<file path="src/rtl/branch_resolver.sv">
// Branch resolver: evaluates branch conditions at issue and queues the
// {pc, taken} results in an in-order FIFO, broadcasting the head on the CDB.
module branch_resolver #(
    parameter int DEPTH   = 4,
    parameter int DEPTH_W = 2
) (
    input  logic               clk_in,
    input  logic               rst_in,
    input  logic               rdy_in,
    input  logic               issue_valid,
    output logic               issue_ready,
    input  logic [2:0]         issue_op,
    input  logic [31:0]        issue_rs1,
    input  logic [31:0]        issue_rs2,
    input  logic [31:0]        issue_pc,
    output logic               cdb_req,
    input  logic               cdb_gnt,
    output logic [31:0]        cdb_addr,
    output logic [31:0]        cdb_val,
    input  logic               flush,
    output logic [DEPTH_W:0]   occupancy
);

    localparam logic [DEPTH_W:0]   OCC_FULL = (DEPTH_W+1)'(DEPTH);
    localparam logic [DEPTH_W:0]   OCC_ONE  = (DEPTH_W+1)'(1);
    localparam logic [DEPTH_W-1:0] PTR_ONE  = DEPTH_W'(1);

    logic [31:0]        pc_mem [DEPTH];
    logic               tk_mem [DEPTH];
    logic [DEPTH_W-1:0] head;
    logic [DEPTH_W-1:0] tail;
    logic [DEPTH_W:0]   count;
    logic               taken;
    logic               push;
    logic               pop;

    // Branch condition evaluation; reserved funct3 codes never take.
    always_comb begin
        taken = 1'b0;
        case (issue_op)
            3'b000:  taken = (issue_rs1 == issue_rs2);
            3'b001:  taken = (issue_rs1 != issue_rs2);
            3'b100:  taken = ($signed(issue_rs1) <  $signed(issue_rs2));
            3'b101:  taken = ($signed(issue_rs1) >= $signed(issue_rs2));
            3'b110:  taken = (issue_rs1 <  issue_rs2);
            3'b111:  taken = (issue_rs1 >= issue_rs2);
            default: taken = 1'b0;
        endcase
    end

    // Handshake decode; a grant only counts against a visible head, and a
    // flush suppresses both directions.
    always_comb begin
        issue_ready = (count != OCC_FULL);
        cdb_req     = (count != '0);
        push        = rdy_in && issue_valid && issue_ready && !flush;
        pop         = rdy_in && cdb_req && cdb_gnt && !flush;
        cdb_addr    = cdb_req ? pc_mem[head] : 32'b0;
        cdb_val     = {31'b0, cdb_req & tk_mem[head]};
        occupancy   = count;
    end

    // FIFO storage, pointers and count; flush has priority over push/pop.
    always_ff @(posedge clk_in or negedge rst_in) begin
        if (!rst_in) begin
            head  <= '0;
            tail  <= '0;
            count <= '0;
            for (int i = 0; i < DEPTH; i++) begin
                pc_mem[i] <= 32'b0;
                tk_mem[i] <= 1'b0;
            end
        end else if (rdy_in) begin
            if (flush) begin
                head  <= '0;
                tail  <= '0;
                count <= '0;
            end else begin
                if (push) begin
                    pc_mem[tail] <= issue_pc;
                    tk_mem[tail] <= taken;
                    tail         <= tail + PTR_ONE;
                end
                if (pop) begin
                    head <= head + PTR_ONE;
                end
                case ({push, pop})
                    2'b10:   count <= count + OCC_ONE;
                    2'b01:   count <= count - OCC_ONE;
                    default: count <= count;
                endcase
            end
        end
    end

endmodule

</file>
<file path="config.mk">
export PLATFORM = sky130hd
export DESIGN_NAME = branch_resolver
export DESIGN_NICKNAME = d
export VERILOG_FILES = /design/src/rtl/branch_resolver.sv
export SDC_FILE = /design/constraint.sdc
export NUM_CORES = 1
export LEC_CHECK = 0
export CAP_MARGIN = 15
export CORE_ASPECT_RATIO = 0.9
export CORE_UTILIZATION = 40
export DETAILED_ROUTE_END_ITERATION = 6
export PLACE_DENSITY = 0.66
export SYNTH_ARGS = -nofsm -noshare
export SYNTH_HDL_FRONTEND = slang
export SYNTH_SLANG_ARGS = --single-unit
</file>
<file path="constraint.sdc">
create_clock -name clk_in -period 4.1 [get_ports clk_in]
set_input_delay 0.615 -clock clk_in [delete_from_list [all_inputs] [get_ports clk_in]]
set_output_delay 0.615 -clock clk_in [all_outputs]
set_load 0.01 [all_outputs]
</file>
==> qor.csv, run 1 <==
stage,metric,value,unit
final_layout,fin_nets,1122,
global_route,grt_max_degree,115,
floorplan,start_util,41.0,%
yosys,synth_top_family_by_area,simple AND/OR/NAND/NOR gates,
setup_path,cp.depth,4,
final_layout,drive_above_1_share,9.37,%
global_route,grt_pass1_vias,6073,
setup_path,cp-end-kind,output pin,
sta,fin_crit_sh,80.1,%
final_layout,final_common_cell,nand2_1,
sta,finalHoldViolCount,0,
placement,portBuffers,142,
sta,fin_crit,3.28,ns
setup_path,crit_arrival,2.67,ns
global_route,grt_first_pass_wirelength,31.6,mm
drt,wire_per_inst,15.3,um
yosys,synthXorXnorAreaFrac,0.446,%
clock_network,htreeDepth,4,
setup_path,reg2reg_depth,10,
sta,worst_pin_slew,1.07,ns
clock_network,insertion_delay,0.42,ns
final_layout,area_growth,29.8,%
setup_path,worst-path-buf-inv,2,
sta,fmax,0.305,GHz
placement,numPlacedInstances,1206,
floorplan,chipHeight,133,um
power,powerDensity,657,nW/um^2
yosys,avgSynthCellArea,8.92,um^2
sta,fin_tns_setup,0,ns
placement,pre_cts_ws,1.04,ns
setup_path,crit_path_cell_trace,buf_12 > mux4_2 > and2_1 > clkdlybuf4s50_1,
yosys,yosys.area_share.simple,26.5,%
sta,rsz0062_at_grt,no,
yosys,seq_area_frac_synth,46.0,%
placement,dp_hpwl,12.3,mm
power,ir_drop,669,uV
placement,placed_area,9160,um^2
global_route,antenna_found_initial,0,
yosys,synth_compound_area_share,3.72,%
yosys,synth_area,7570,um^2
final_layout,seqCellArea,3480,um^2
final_layout,final_cells,1238,
drt,remaining_drc_errors,0,
final_layout,n_fill_cell,1725,
global_route,grt_usage,20.7,%
drt,dr.first_iter.drc_count,364,
clock_network,cts_buffers,17,
setup_path,cp_data_required_time,3.48,ns
outcome,status,"finished, final reports clean",
job,drv_cap,0,
setup_path,cp_slowest_stage_delay,0.77,ns
clock_network,cts_resized,0,
setup_path,start_kind,flip-flop,
drt,vias_per_cell,4.86,
min_path,min_path_type,primary input to asynchronous set/reset pin,
power,p_leak,4.91,nW
sta,slew_viol_final,0,
global_route,grt-ovfl-total,0,
sta,layout_setup_ws,0.816,ns
yosys,ys_types,46,
clock_network,clockRootBuffer,clkbuf_16,
final_layout,multi_input_area,3660,um^2
yosys,yosys.area.top_type_share,46.0,%
yosys,synth_seq_cells,139,
drt,num_vias,6011,
sta,clock_skew,0.0106,ns
floorplan,rows,47,
floorplan,io-pin-count,174,
clock_network,postCtsHoldBufs,0,
sta,setup_viol,0,
setup_path,critPathKind,flip-flop to output pin,
sta,max-slew-margin-rel,28.8,%
final_layout,n_antenna_cell,0,
yosys,yosys_warnings,0,
yosys,synth_fa_ha_area_share,6.21,%
final_layout,finalInstanceArea,9830,um^2
floorplan,die_w,147,um
final_layout,mostFrequentLayoutCells,"404 x nand2_1, 141 x clkdlybuf4s50_1, 137 x dfrtp_1",
drt,routed_wl,18.9,mm
drt,firstDrtPassIters,5,
drt,ant_nets,0,
setup_path,path_max_fanout,19,
clock_network,clockBufferDepth,2,
floorplan,core-area,18500,um^2
clock_network,clkTransAtPathRegs,0.06,ns
yosys,syn_inst,849,
setup_path,slowest_stage,dfrtp_2,
floorplan,die_area,19500,um^2
yosys,synthTopCellsByArea,"dfrtp_1 46%, nand2_1 20%, mux4_2 9.8%",
yosys,muxShareOfSynthArea,9.82,%
clock_network,cts_sinks,139,
clock_network,post_cts_buffers,0,
placement,gp_congestion,0.739,
setup_path,crit_family,flip-flops,
yosys,synth_area_leader_cell,dfrtp_1,
clock_network,cts_tree,built,
[power breakdown]
part | internal (W) | switching, W
logic | 0.00134 | 0.00105
registers | 0.00193 | 0.000422
clock network | 0.00114 | 0.000583
total | 0.00440 | 0.00205
[through the flow]
step                      utilization (%)  hold slack (ns)  total power, W
after floorplan                         -            0.319         0.00372
after global routing                 53.2            0.434         0.00687
after global placement               49.6            0.452         0.00470
after detailed placement             49.6            0.457         0.00476
after CTS                            53.2            0.407         0.00652
final                                53.2            0.336         0.00646
[path summary, 6_finish.rpt]
path,end,startpoint,slack (ns)
setup / recovery,cdb_addr[14],head[0]$_DFFE_PN0P_,0.82
hold / removal,pc_mem[103]$_DFFE_PN0P_,rst_in,0.34
setup reg to reg,occupancy[2]$_DFFE_PN0P_,occupancy[1]$_DFFE_PN0P_,1.75
hold reg to reg,pc_mem[55]$_DFFE_PN0P_,pc_mem[55]$_DFFE_PN0P_,0.47
max in group asynchronous,pc_mem[108]$_DFFE_PN0P_,rst_in,2.87
min in group clk_in,pc_mem[55]$_DFFE_PN0P_,pc_mem[55]$_DFFE_PN0P_,0.47
[Yosys cell counts, drive strengths merged]
| library cell | n |
|---|---|
| nor2 | 5 |
| nor3b | 2 |
| nand4 | 2 |
| nand3 | 11 |
| mux4 | 33 |
| o21ai | 5 |
| a21oi | 19 |
| buf | 35 |
| o22ai | 6 |
| or3 | 2 |
| nor4 | 1 |
| nand4bb | 1 |
| a221o | 1 |
| conb | 1 |
| a31oi | 3 |
| nor3 | 2 |
| a221oi | 1 |
| o211ai | 1 |
| and3 | 1 |
| o311ai | 1 |
| nor2b | 1 |
| and2 | 37 |
| clkbuf | 38 |
| o31ai | 5 |
| a21boi | 1 |
| xnor2 | 3 |
| and4 | 6 |
| dfrtp | 139 |
| inv | 41 |
| o21a | 1 |
| a32o | 1 |
| a21o | 1 |
| nand2 | 405 |
| fa | 1 |
| ha | 36 |
[metal layers]
layer  track usage, %  part of all wire (%)  wire length, um  vias to the layer above
met5                0                     0                0                        -
met1             28.9                    47             8910                     2891
li1                 -                     -                -                     2937
met2             33.4                    47             8890                      170
met4             5.27                  0.88              167                        0
met3             3.79                   4.9              919                       13
[cell families after synthesis]
logic type,after synthesis
AND/OR/NAND/NOR,476
flip-flops,139
buffers and inverters,114
AO/OA/AOI/OAI,46
adder cells (fa/ha/maj),37
multiplexers,33
XOR/XNOR,3
other,1
[state kept, by name (all words and copies together) (netlist names)]
register	flops
head	2
occupancy	3
pc_mem	128
tail	2
tk_mem	4
[final cells by class]
class                      instances  share of cell area, %
clock buffer                      21                   4.89
tap                              245                   3.12
multi-input combinational        626                   37.2
sequential                       139                   35.4
clock inverter                    11                   1.92
timing repair buffer             155                   15.8
inverter                          41                   1.57
No activity file was read; power rests on OpenSTA's default activity.
==> run 2: changes to the inputs <==
- PLACE_DENSITY: 0.66 -> 0.69
- clock period: 4.1 -> 2.7 ns (I/O delays scaled with it)
==> qor.csv, run 2 (synthesized netlist as in run 1, its figures left out) <==
stage,metric,value,unit,change
final_layout,regMostFlops,pc_mem,,
global_route,grt_first_pass_wirelength,31.7,mm,about the same
global_route,grt_usage,20.8,%,+0.051 points
power,netSwitchingFraction,32.5,%,+0.67 points
setup_path,crit_arrival,2.24,ns,-0.43 ns
clock_network,insertion_delay,0.42,ns,about the same
sta,setup_viol,0,,unchanged
clock_network,clockRootBuffer,clkbuf_16,,
min_path,whs_path_depth,2,,
floorplan,die_area,19500,um^2,unchanged
power,internal_power,0.00651,W,+48%
final_layout,multi_input_area,3650,um^2,-0.14%
outcome,status,"finished, final reports clean",,
floorplan,start_util,41.0,%,unchanged
setup_path,cp_data_required_time,2.30,ns,-1.18 ns
sta,fin_crit_sh,97.9,%,
setup_path,path_max_fanout,5,,-14
drt,num_vias,6138,,+2.1%
sta,clock_skew,0.00574,ns,-0.00490 ns
sta,slew_viol_final,0,,unchanged
sta,layout_setup_ws,0.0576,ns,-0.759 ns
drt,dr.first_iter.drc_count,353,,-3.0%
setup_path,cp-end-kind,output pin,,
power,p_switching,0.00313,W,+52%
clock_network,htreeDepth,4,,unchanged
final_layout,fin_nets,1140,,+1.6%
final_layout,n_fill_cell,1679,,-2.7%
power,comb_power_share,39.6,%,+2.7 points
sta,finalHoldViolCount,0,,unchanged
clock_network,cts_tree,built,,
power,ir_drop,596,uV,-11%
power,p_seq_share,35.8,%,-0.6 points
drt,firstDrtPassIters,5,,unchanged
power,powerDensity,968,nW/um^2,+47%
sta,fin_tns_setup,0,ns,unchanged
floorplan,chipHeight,133,um,unchanged
clock_network,cts_buffers,17,,unchanged
final_layout,final_cells,1256,,+1.5%
final_layout,final_common_cell,nand2_1,,
sta,rsz0062_at_grt,yes,,
final_layout,mostFrequentLayoutCells,"404 x nand2_1, 137 x dfrtp_1, 123 x clkdlybuf4s50_1",,
global_route,grt_max_degree,66,,-43%
setup_path,critPathKind,flip-flop to output pin,,
placement,numPlacedInstances,1220,,+1.2%
final_layout,area_growth,31.7,%,
floorplan,die_w,147,um,unchanged
min_path,min_path_type,flip-flop to flip-flop,,
power,p_clk_share,24.7,%,-2.0 points
sta,fmax,0.378,GHz,
final_layout,largest_register_ffs,128,,unchanged
floorplan,io-pin-count,174,,unchanged
power,p_leak,5.26,nW,+7.2%
global_route,grt-ovfl-total,0,,unchanged
placement,gp_congestion,0.801,,+8.3%
drt,remaining_drc_errors,0,,unchanged
final_layout,seqCellArea,3480,um^2,unchanged
floorplan,core-area,18500,um^2,unchanged
clock_network,clockBufferDepth,2,,unchanged
clock_network,clkTransAtPathRegs,0.06,ns,about the same
final_layout,n_antenna_cell,0,,unchanged
final_layout,drive_above_1_share,10.7,%,+1.3 points
global_route,antenna_found_initial,0,,unchanged
placement,portBuffers,142,,unchanged
sta,fin_crit,2.64,ns,
job,drv_cap,0,,unchanged
drt,vias_per_cell,4.89,,+0.65%
setup_path,start_kind,flip-flop,,
floorplan,rows,47,,unchanged
drt,ant_nets,0,,unchanged
drt,routed_wl,19.1,mm,+0.97%
clock_network,cts_sinks,139,,unchanged
global_route,grt_pass1_vias,6244,,+2.8%
setup_path,reg2reg_depth,9,,-1
placement,dp_hpwl,12.6,mm,+2.6%
placement,pre_cts_ws,-0.0878,ns,-1.13 ns
drt,wire_per_inst,15.2,um,-0.47%
-- run 2: routing by layer --
layer / vias up / routed length (um) / global-route usage (%)
met1: 2984 / 8890 / 28.4
met2: 168 / 9080 / 33.7
met4: 0 / 205 / 6.53
li1: 2970 / - / -
met3: 16 / 897 / 3.52
met5: - / 0 / 0
-- run 2: cell type report --
type / instances / share of cell area (%)
flip-flops and latches: 139 / 34.9
well taps: 245 / 3.08
repair buffers: 173 / 17.7
multi-input cells: 626 / 36.7
clock buffers: 20 / 4.58
inverters: 41 / 1.54
clock inverters: 12 / 1.47
-- run 2: critical path, stage by stage, from the launching register on --
cell             delay (ns)
dfrtp_2                0.45
buf_4                  0.20
mux4_2                 0.51
and2_1                 0.17
clkdlybuf4s50_1        0.48
-- run 2: timing repair --
action,4_1_cts,5_1_grt
endpoints found under the hold margin,44,0
buffers inserted,2,1
gates resized for setup,0,19
hold buffers,1,0
setup endpoints to repair,27,27
-- run 2: worst paths after layout --
path	end	from	slack, ns
worst max register to register	occupancy[2]$_DFFE_PN0P_	occupancy[1]$_DFFE_PN0P_	0.59
max in group asynchronous	pc_mem[81]$_DFFE_PN0P_	rst_in	1.47
worst min-delay path	pc_mem[12]$_DFFE_PN0P_	pc_mem[12]$_DFFE_PN0P_	0.47
worst max-delay path	cdb_addr[29]	head[0]$_DFFE_PN0P_	0.06
worst min register to register	pc_mem[12]$_DFFE_PN0P_	pc_mem[12]$_DFFE_PN0P_	0.47
min in group asynchronous	pc_mem[103]$_DFFE_PN0P_	rst_in	0.49
-- run 2: power groups by stage --
stage	Combinational [W]	Clock [W]	Sequential, W
final	0.00381	0.00238	0.00345
after global routing	0.00423	0.00250	0.00356
after CTS	0.00391	0.00241	0.00344
after detailed placement	0.00384	0	0.00347
after global placement	0.00377	0	0.00345
after floorplan	0.00238	0	0.00326
-- run 2: per-stage QoR --
step	total power [W]	hold slack, ns	instance area [um^2]	util, %
after CTS	0.00976	0.473	9910	53.7
after detailed placement	0.00731	0.367	9280	50.3
final	0.00964	0.468	9970	54.0
after global routing	0.0103	0.489	9970	54.0
after floorplan	0.00565	0.109	7680	-
after global placement	0.00722	0.366	9280	50.3
==> run 3: changes to the inputs <==
- CTS_CLUSTER_DIAMETER: not set -> 30
==> results of run 3 <==
The final DEF is identical to that of run 2; final timing and power are the same.
